File: config.mk
export PLATFORM = sky130hd
export DESIGN_NAME = rv_fetch_unit
export DESIGN_NICKNAME = d
export VERILOG_FILES = /design/src/rtl/rv_fetch_pkg.sv /design/src/rtl/rv_fetch_fifo.sv /design/src/rtl/rv_fetch_unit.sv
export SDC_FILE = /design/constraint.sdc
export NUM_CORES = 1
export LEC_CHECK = 0
export ABC_AREA = 1
export BUFFER_PORTS_ARGS = -buffer_cell sky130_fd_sc_hd__buf_4
export CAP_MARGIN = 5
export CORE_MARGIN = 3
export CORE_UTILIZATION = 25
export CTS_CLUSTER_DIAMETER = 60
export CTS_CLUSTER_SIZE = 20
export DETAILED_ROUTE_END_ITERATION = 16
export SKIP_LAST_GASP = 1
export SLEW_MARGIN = 20
export SYNTH_ARGS = -nofsm -noshare
export SYNTH_HDL_FRONTEND = slang
export SYNTH_HIERARCHICAL = 1
export SYNTH_SLANG_ARGS = --single-unit
File: constraint.sdc
create_clock -name clk -period 4.2 [get_ports clk]
set_clock_uncertainty 0.05 [all_clocks]
set_input_delay 0.21 -clock clk [delete_from_list [all_inputs] [get_ports clk]]
set_output_delay 0.21 -clock clk [all_outputs]
set_load 0.02 [all_outputs]
File: src/rtl/rv_fetch_pkg.sv
// Shared types and constants for the RV32I instruction fetch unit.
// RV_FETCH_MISALIGN_CHECK_EN adds a misaligned flag to each fetch entry.
package rv_fetch_pkg;

    localparam int          INSTR_BYTES = 4;
    localparam logic [31:0] RV_NOP      = 32'h0000_0013;

    typedef struct packed {
        logic [31:0] pc;
        logic [31:0] instr;
`ifdef RV_FETCH_MISALIGN_CHECK_EN
        logic        misaligned;
`endif
    } fetch_entry_t;

endpackage

File: src/rtl/rv_fetch_fifo.sv
// Prefetch FIFO holding {pc, instr} entries for decode.
// A flush empties the FIFO; a push in the same cycle becomes the sole entry.
// RV_FETCH_MISALIGN_CHECK_EN only changes the stored entry width.
module rv_fetch_fifo
    import rv_fetch_pkg::*;
#(
    parameter int FIFO_DEPTH = 4,
    localparam int PW = $clog2(FIFO_DEPTH),
    localparam int CW = PW + 1
) (
    input  logic          clk,
    input  logic          rst,
    input  logic          flush,
    input  logic          push,
    input  fetch_entry_t  push_data,
    input  logic          pop,
    output fetch_entry_t  head,
    output logic [CW-1:0] count,
    output logic          full,
    output logic          empty
);

    fetch_entry_t  mem [FIFO_DEPTH];
    logic [PW-1:0] wr_ptr;
    logic [PW-1:0] rd_ptr;
    logic          pop_ok;

    assign empty  = (count == '0);
    assign full   = (count == CW'(FIFO_DEPTH));
    assign pop_ok = pop && !empty;
    assign head   = mem[rd_ptr];

    // Pointer/count update with flush taking priority over normal traffic
    always_ff @(posedge clk) begin
        if (rst) begin
            wr_ptr <= '0;
            rd_ptr <= '0;
            count  <= '0;
            for (int i = 0; i < FIFO_DEPTH; i++) mem[i] <= '0;
        end else if (flush) begin
            rd_ptr <= '0;
            wr_ptr <= PW'(push);
            count  <= CW'(push);
            if (push) mem[0] <= push_data;
        end else begin
            if (push) begin
                mem[wr_ptr] <= push_data;
                wr_ptr      <= wr_ptr + 1'b1;
            end
            if (pop_ok) rd_ptr <= rd_ptr + 1'b1;
            count <= count + CW'(push) - CW'(pop_ok);
        end
    end

endmodule

File: src/rtl/rv_fetch_unit.sv
// RV32I instruction fetch: sequential PC generation, in-order response
// capture into a prefetch FIFO, single-cycle redirect with response drop.
// RV_FETCH_MISALIGN_CHECK_EN: misaligned redirect targets produce a NOP
// entry flagged on if_misaligned and halt fetch until the next redirect.
module rv_fetch_unit
    import rv_fetch_pkg::*;
#(
    parameter logic [31:0] RESET_PC   = 32'h0000_0000,
    parameter int          FIFO_DEPTH = 4
) (
    input  logic        clk,
    input  logic        rst,
    output logic        imem_req_valid,
    input  logic        imem_req_ready,
    output logic [31:0] imem_req_addr,
    input  logic        imem_rsp_valid,
    input  logic [31:0] imem_rsp_data,
    input  logic        redirect_valid,
    input  logic [31:0] redirect_pc,
    output logic        if_valid,
    input  logic        if_ready,
    output logic [31:0] if_pc,
`ifdef RV_FETCH_MISALIGN_CHECK_EN
    output logic        if_misaligned,
`endif
    output logic [31:0] if_instr
);

    localparam int          CW        = $clog2(FIFO_DEPTH) + 1;
    localparam logic [CW:0] DEPTH_LIM = (CW+1)'(FIFO_DEPTH);

    logic [31:0]   fetch_pc, rsp_pc, redir_tgt;
    logic [CW-1:0] outstanding, drop_cnt, count;
    logic [CW:0]   inflight;
    logic          fifo_full, fifo_empty;
    logic          push, pop, req_fire, rsp_keep, redir_mis, halted;
    fetch_entry_t  push_entry, head;

`ifdef RV_FETCH_MISALIGN_CHECK_EN
    assign redir_tgt = redirect_pc;
    assign redir_mis = redirect_valid && (redirect_pc[1:0] != 2'b00);
`else
    assign redir_tgt = redirect_pc & 32'hFFFF_FFFC;
    assign redir_mis = 1'b0;
`endif

    // Issue bound: every accepted request must have a FIFO slot waiting
    assign inflight       = {1'b0, count} + {1'b0, outstanding};
    assign imem_req_valid = !rst && !redirect_valid && !halted && (inflight < DEPTH_LIM);
    assign imem_req_addr  = fetch_pc;
    assign req_fire       = imem_req_valid && imem_req_ready;

    assign rsp_keep = imem_rsp_valid && !redirect_valid && (drop_cnt == '0);
    assign push     = redir_mis || (rsp_keep && (!fifo_full || pop));
    assign if_valid = !fifo_empty && !redirect_valid;
    assign pop      = if_valid && if_ready;
    assign if_pc    = head.pc;
    assign if_instr = head.instr;
`ifdef RV_FETCH_MISALIGN_CHECK_EN
    assign if_misaligned = head.misaligned;
`endif

    // Push payload: memory response normally, synthetic NOP on a bad target
    always_comb begin
        push_entry = '0;
        if (redir_mis) begin
            push_entry.pc    = redir_tgt;
            push_entry.instr = RV_NOP;
`ifdef RV_FETCH_MISALIGN_CHECK_EN
            push_entry.misaligned = 1'b1;
`endif
        end else begin
            push_entry.pc    = rsp_pc;
            push_entry.instr = imem_rsp_data;
        end
    end

    // PC tracking plus outstanding/drop accounting.
    // outstanding already includes responses queued for dropping, so after a
    // redirect everything still in flight is stale: drop_cnt becomes the
    // remaining outstanding count, which also covers back-to-back redirects.
    always_ff @(posedge clk) begin
        if (rst) begin
            fetch_pc    <= RESET_PC;
            rsp_pc      <= RESET_PC;
            outstanding <= '0;
            drop_cnt    <= '0;
        end else begin
            outstanding <= outstanding + CW'(req_fire) - CW'(imem_rsp_valid);
            if (redirect_valid) begin
                fetch_pc <= redir_tgt;
                rsp_pc   <= redir_tgt;
                drop_cnt <= outstanding - CW'(imem_rsp_valid);
            end else begin
                if (req_fire) fetch_pc <= fetch_pc + 32'(INSTR_BYTES);
                if (rsp_keep) rsp_pc <= rsp_pc + 32'(INSTR_BYTES);
                else if (imem_rsp_valid) drop_cnt <= drop_cnt - 1'b1;
            end
        end
    end

`ifdef RV_FETCH_MISALIGN_CHECK_EN
    // A misaligned target parks fetch until the next aligned redirect
    always_ff @(posedge clk) begin
        if (rst) halted <= 1'b0;
        else if (redirect_valid) halted <= redir_mis;
    end
`else
    assign halted = 1'b0;
`endif

    rv_fetch_fifo #(.FIFO_DEPTH(FIFO_DEPTH)) u_fifo (
        .clk       (clk),
        .rst       (rst),
        .flush     (redirect_valid),
        .push      (push),
        .push_data (push_entry),
        .pop       (pop),
        .head      (head),
        .count     (count),
        .full      (fifo_full),
        .empty     (fifo_empty)
    );

endmodule

==> results of run 1 <==
-- synth_stat cells, types with 2 or more instances --
| library cell | n |
|---|---|
| nor2_1 | 494 |
| nand2_1 | 285 |
| edfxtp_1 | 256 |
| inv_1 | 189 |
| o21ai_0 | 155 |
| dfxtp_1 | 75 |
| nand3_1 | 68 |
| a21oi_1 | 65 |
| o22ai_1 | 64 |
| clkbuf_1 | 40 |
| buf_2 | 27 |
| buf_6 | 16 |
| o21ai_1 | 14 |
| xor2_1 | 13 |
| ha_1 | 12 |
| a31oi_1 | 9 |
| buf_4 | 8 |
| nor2_2 | 7 |
| nor2_4 | 5 |
| xnor2_1 | 5 |
| inv_2 | 4 |
| and2_1 | 3 |
| buf_1 | 3 |
| nand2_2 | 3 |
| nand3b_1 | 3 |
| nand4_1 | 3 |
| nor3_1 | 3 |
| or2_2 | 3 |
| a211oi_1 | 2 |
| fa_1 | 2 |
-- per-stage QoR --
stage	instance area (um2)	std cells	power [mW]	hold WS [ns]	utilization
floorplan	16000	1849	4.32	0.229	-
global placement	18100	2791	4.64	0.431	0.286
detailed placement	18100	2791	4.66	0.448	0.286
CTS	19500	2884	7.39	0.0119	0.308
global route	19500	2884	7.63	0.0528	0.308
finish	19500	2884	7.31	0.0351	0.308
-- final cells by class --
class                           instances  area (um2)  area share
Clock buffer                           30         729      0.0375
Clock inverter                         19         209      0.0107
Inverter                              194         729      0.0375
Multi-Input combinational cell       1230        5600       0.288
Sequential cell                       331        9190       0.472
Tap cell                              846        1060      0.0544
Timing Repair Buffer                  234        1950       0.100
-- state kept, by name (all words and copies together) (netlist names), named ones only --
signal	flops
u_fifo/mem	256
imem_req_addr	30
rsp_pc	30
drop_cnt	3
outstanding	3
u_fifo/count	3
u_fifo/rd_ptr	2
u_fifo/wr_ptr	2
-- layer usage --
layer  GRT usage  part of all wire  vias to the layer above
li1            -                 -                     6399
met1       0.189              0.44                     6340
met2       0.226              0.47                      487
met3      0.0259             0.076                       39
met4      0.0268             0.016                        0
met5           0                 0                        -
-- cells in the final DEF, fill, tap and decap left out, types with 13 or more instances in the layout --
cell	synthesis	layout
nor2_1	494	494
edfxtp_1	256	256
o21ai_1	14	14
inv_1	189	187
xor2_1	13	13
o22ai_1	64	64
buf_4	8	183
a21oi_1	65	65
nand3_1	68	68
clkbuf_16	0	29
nand2_1	285	278
dlygate4sd3_1	0	44
dfxtp_1	75	73
o21ai_0	155	155
-- cell families after synthesis --
| family | after synthesis |
|---|---|
| adder cells (fa/ha/maj) | 14 |
| flip-flops | 331 |
| other | 1 |
| AND/OR/NAND/NOR | 883 |
| AO/OA/AOI/OAI | 311 |
| XOR/XNOR | 18 |
| buffers and inverters | 288 |
-- power breakdown --
part	internal, mW	switching (mW)	total (mW)
Sequential	3.73	0.114	3.85
Clock	1.42	1.29	2.71
Combinational	0.270	0.491	0.761
-- final timing paths --
path / start / endpoint / slack (ns) / cells after the start
setup / recovery: flip-flop / if_instr[12] / 0.83 / 5
hold / removal: redirect_pc[18] / imem_req_addr[18] / 0.04 / 5
setup reg to reg: outstanding[2] / outstanding[2] / 1.37 / 12
hold reg to reg: u_fifo/rd_ptr[1] / flip-flop / 0.45 / 2
-- worst min-delay path, stage by stage --
cell,delay [ns]
buf_4,0.11
nand2_1,0.12
nand2_1,0.07
inv_1,0.04
a21oi_1,0.05
==> metrics.md, run 1 <==
| Metric | Value |
|---|---|
| CTS Buf Count | `28` |
| CP Class | `flip-flop to output pin` |
| Worst hold-check path type | `primary input to flip-flop` |
| Register area share after synthesis | `0.574` |
| Final setup fails | `0` |
| Clock H-tree levels | `1` |
| Final Cycle Share | `0.802` |
| Mapped Area | `0.0160 mm2` |
| Async set-reset flop share out of synthesis | `0` |
| Synth Area per Inst | `8.67 um2` |
| Yosys warns | `6` |
| CTS Hold Bufs | `44` |
| Final setup margin | `0.832 ns` |
| Pre-CTS setup slack | `1.14 ns` |
| Chip width | `259 um` |
| Per-cell routed wire length | `16.4 um` |
| Synth-to-Final Area Change | `21.6%` |
| Diodes inserted | `0` |
| Antenna viol nets, final | `0` |
| CTS root buf | `clkbuf_16` |
| Crit path cell chain | `clkinv_2 -> buf_4 -> o21ai_0 -> o22ai_1 -> buf_4` |
| Post-synth EDFFs | `256` |
| CTS resizes | `0` |
| Fmax | `0.297 GHz` |
| Ys flop type | `edfxtp_1` |
| Share of cells above drive strength 1 | `0.135` |
| Initial antenna violation count | `0` |
| Crit start category | `flip-flop` |
| Gr ovfl total | `0` |
| Max Buffers Root-to-Sink | `3` |
| Crit-path max cell delay | `0.79 ns` |
| Vias in the first global route | `12900` |
| Vias/cell | `4.60` |
| Total Nets Final | `2103` |
| TritonCTS clock tree | `built` |
| RSZ-0062 raised after global routing | `no` |
| Yosys reg bits | `331` |
| Critical path peak fanout | `59` |
| Area leader, netlist | `edfxtp_1` |
| Largest net degree at the start of global routing | `83` |
| Required @ worst endpoint | `3.94 ns` |
| Crit-path most repeated cell | `buf_4` |
| Post-Synth Simple-Gate Area | `0.221` |
| Adder-Cell Fraction of Synth Area | `0.0119` |
| Buffers & Inverters on Critical Path | `3` |
| Top Family by Delay on Critical Path | `buffers and inverters` |
| # Post-CTS Setup Buffers | `0` |
| Fill count | `6595` |
| Largest family of logic cells by synthesized area | `simple AND/OR/NAND/NOR gates` |
| Clock Pin Slew Worst Setup and Hold Paths | `0.07 ns` |
| Die Y | `259 um` |
| Yosys top cell area share | `0.480` |
| GR Util All Layers | `0.137` |
| Tmin final | `3.37 ns` |
| Gpl congestion | `0.849` |
| Crit path DAT | `3.11 ns` |
| DIE AREA | `0.0671 mm2` |
| Setup crit end kind | `output pin` |
| Site Rows | `92` |
| Fin. max-slew vios | `0` |
| First-pass GRT wire length | `73100 um` |
| Vias | `13300` |
| HPWL Detailed | `29600 um` |
| Synth cell types | `40` |
| Starting Density | `0.253` |
| DR pass1 iterations | `5` |
| Clock Sinks | `331` |
| # IOs | `168` |
| Cells after synthesis | `1846` |
| Static leakage | `7.64 nW` |
| Leading post-synthesis cells by cell area | `edfxtp_1 (48%), nor2_1 (12%), dfxtp_1 (9.4%), nand2_1 (6.7%), o21ai_0 (4.8%)` |
| Status | `completed` |
| Routed wire length | `47400 um` |
| Setup TNS | `0 ns` |
| Core area | `0.0632 mm2` |
| XOR/XNOR Fraction of Synth Area | `0.00985` |
| Synth Area in Compound Gates | `0.104` |
| Final Hold Viols | `0` |
| Port buffer count | `163` |
| Initial DRC count | `1106` |
| Worst IR Drop VDD | `0.211 mV` |
| Worst Max-Slew Pin Slew | `1.10 ns` |
| Max Cap Viol | `0` |
| Mux share of post-synthesis cell area | `0` |
| Critical-path top delay cell | `clkinv_2` |
| DR DRC count | `0` |
| Slew HR | `0.265` |
| Clk_lat worst skew | `0.56 ns` |
| Power Density | `376 mW/mm2` |
Note: power is estimated with default switching activity, not from simulation.
==> run 2, diff against run 1 <==
- clock period: 4.2 -> 2.7 ns (I/O delays scaled with it)
==> run 2 against run 1 <==
Die area did not move; total power rose by 51%; critical endpoint is now if_pc[11]; hold slack got worse by 0.00069 ns; largest power group unchanged; clock-buffer cell count fell by 1; register-to-register slack got worse by 1.1 ns; sequential power rose by 55%; sequential share of layout area fell by 0.44 points; wire length rose by 0.35%; combinational power rose by 59%.
==> metrics.md, run 2 (synthesized netlist as in run 1, its figures left out) <==
| Metric | Value |
|---|---|
| Worst R2R End | `outstanding[2]` |
| Status | `completed` |
| Clk_lat worst skew | `0.55 ns` |
| Static leakage | `7.70 nW` |
| Antenna viol nets, final | `0` |
| Diodes inserted | `0` |
| Depth of the most critical reg-to-reg path | `11` |
| Setup TNS | `0 ns` |
| Max reg flops | `256` |
| Required @ worst endpoint | `2.52 ns` |
| Crit path cell chain | `buf_12 -> o21ai_0 -> o22ai_1 -> buf_4` |
| First-pass GRT wire length | `72700 um` |
| Fin cells | `2901` |
| Final Hold Viols | `0` |
| Gpl congestion | `0.835` |
| Initial antenna violation count | `0` |
| Vias in the first global route | `13000` |
| Per-cell routed wire length | `16.4 um` |
| Hold Path Origin | `imem_rsp_valid` |
| TritonCTS clock tree | `built` |
| Sw Pwr | `2.87 mW` |
| Worst IR Drop VDD | `0.384 mV` |
| Largest Register | `u_fifo/mem` |
| Site Rows | `92` |
| Combinational share of power | `0.110` |
| Vias | `13400` |
| Int Pwr | `8.18 mW` |
| Max Buffers Root-to-Sink | `3` |
| Crit-path max cell delay | `0.62 ns` |
| Setup crit end kind | `output pin` |
| FF-to-FF setup slack | `0.23 ns` |
| Placed Cells | `2792` |
| GR Util All Layers | `0.137` |
| Final setup fails | `0` |
| Crit path DAT | `2.37 ns` |
| CP Class | `flip-flop to output pin` |
| Clock power frac | `0.349` |
| Max Cap Viol | `0` |
| Reg2Reg Launch Point | `outstanding[2]` |
| Slew HR | `0.361` |
| Buffers & Inverters on Critical Path | `2` |
| Crit start category | `flip-flop` |
| RSZ-0062 raised after global routing | `no` |
| Worst hold-check path type | `primary input to flip-flop` |
| Final instance area | `0.0197 mm2` |
| Core area | `0.0632 mm2` |
| Final Total Pwr | `11.1 mW` |
| Final core utilization | `0.311` |
| Critical path peak fanout | `95` |
| CTS Buf Count | `26` |
| Clock Pin Slew Worst Setup and Hold Paths | `0.07 ns` |
| Starting Density | `0.253` |
| Worst Hold End | `u_fifo/wr_ptr[0]` |
| Dpl cell area | `0.0182 mm2` |
| Final Cycle Share | `0.948` |
| Commonest non-fill, non-tap cell in the layout | `nor2_1` |
| Routed wire length | `47600 um` |
| Critical-path top delay cell | `dfxtp_4` |
| HPWL Detailed | `30200 um` |
| DR DRC count | `0` |
| Sequential Power Share | `0.542` |
| Initial DRC count | `1130` |
| Pre-CTS setup slack | `0.210 ns` |
| CTS resizes | `0` |
| Clock Sinks | `331` |
| Clock H-tree levels | `1` |
| Gr ovfl total | `0` |
| Worst Hold Slack | `0.0344 ns` |
| CTS root buf | `clkbuf_16` |
| DR pass1 iterations | `6` |
| Switching part of the total | `0.260` |
| Chip width | `259 um` |
| DIE AREA | `0.0671 mm2` |
| Most frequent cells in the layout | `nor2_1 (493), nand2_1 (276), edfxtp_1 (256)` |
| Fmax | `0.391 GHz` |
| Die Y | `259 um` |
| Port buffer count | `163` |
| Share of cells above drive strength 1 | `0.135` |
| Worst hold path stage count | `5` |
| Final setup margin | `0.140 ns` |
| Worst Max-Slew Pin Slew | `0.959 ns` |
| Tmin final | `2.56 ns` |
| Synth-to-Final Area Change | `22.8%` |
| Largest net degree at the start of global routing | `96` |
| Vias/cell | `4.61` |
| Top Family by Delay on Critical Path | `flip-flops` |
| Power Density | `562 mW/mm2` |
| Fin. max-slew vios | `0` |
| # IOs | `168` |
| Total Nets Final | `2122` |
run 2: cell types whose count changed in the layout (fill, tap and decap cells not counted), sizes merged:
cell / delta
clkinvlp: -1
clkbuf: -1
buf: +1
dlygate4sd3: +20
inv: -2
clkinv: +1
bufinv: -1
run 2: worst max-delay path by stage:
| stage | from | to | cells past startpoint |
|---|---|---|---|
| 2_1_floorplan | u_fifo/count[1] | u_fifo/mem[3][0] | 11 |
| 3_3_place_gp | outstanding[2] | outstanding[2] | 11 |
| 3_5_place_dp | outstanding[2] | outstanding[2] | 11 |
| 4_1_cts | flip-flop | if_pc[10] | 4 |
| 5_1_grt | u_fifo/count[1] | u_fifo/count[2] | 14 |
| 6_report | flip-flop | if_pc[11] | 4 |
run 2: routing by layer:
metal  GRT usage  wire [um]  vias up
li1            -          -     6442
met1       0.187      21000     6453
met2       0.230      22700      421
met3      0.0200       2980       52
met4      0.0287        913        0
met5           0          0        -
run 2: final cells by class:
class                   count  area [um2]
clock buffers              29         672
clock inverters            16         153
fillers                  6590       43500
inverters                 194         734
multi-input cells        1230        5620
flip-flops and latches    331        9200
well taps                 846        1060
repair buffers            255        2220
run 2: worst register-to-register path: stages, from the launching register on:
cell,delay (ns)
dfxtp_1,0.34
ha_1,0.30
nor2_1,0.12
nand2_2,0.09
nor2_2,0.13
nand2_1,0.08
ha_1,0.27
inv_1,0.04
ha_1,0.18
fa_1,0.38
or2_2,0.30
a21oi_1,0.11
run 2: what timing repair did:
action	4_1_cts	5_1_grt
hold buffers	64	0
hold endpoints to repair	182	0
buffers inserted	0	0
run 2: power groups by stage:
stage | registers (mW) | clock network [mW] | logic, mW
floorplan | 6.08 | 0 | 0.645
global placement | 6.09 | 0 | 1.14
detailed placement | 6.10 | 0 | 1.15
CTS | 5.98 | 3.95 | 1.23
global route | 6.02 | 4.14 | 1.34
finish | 5.98 | 3.86 | 1.21
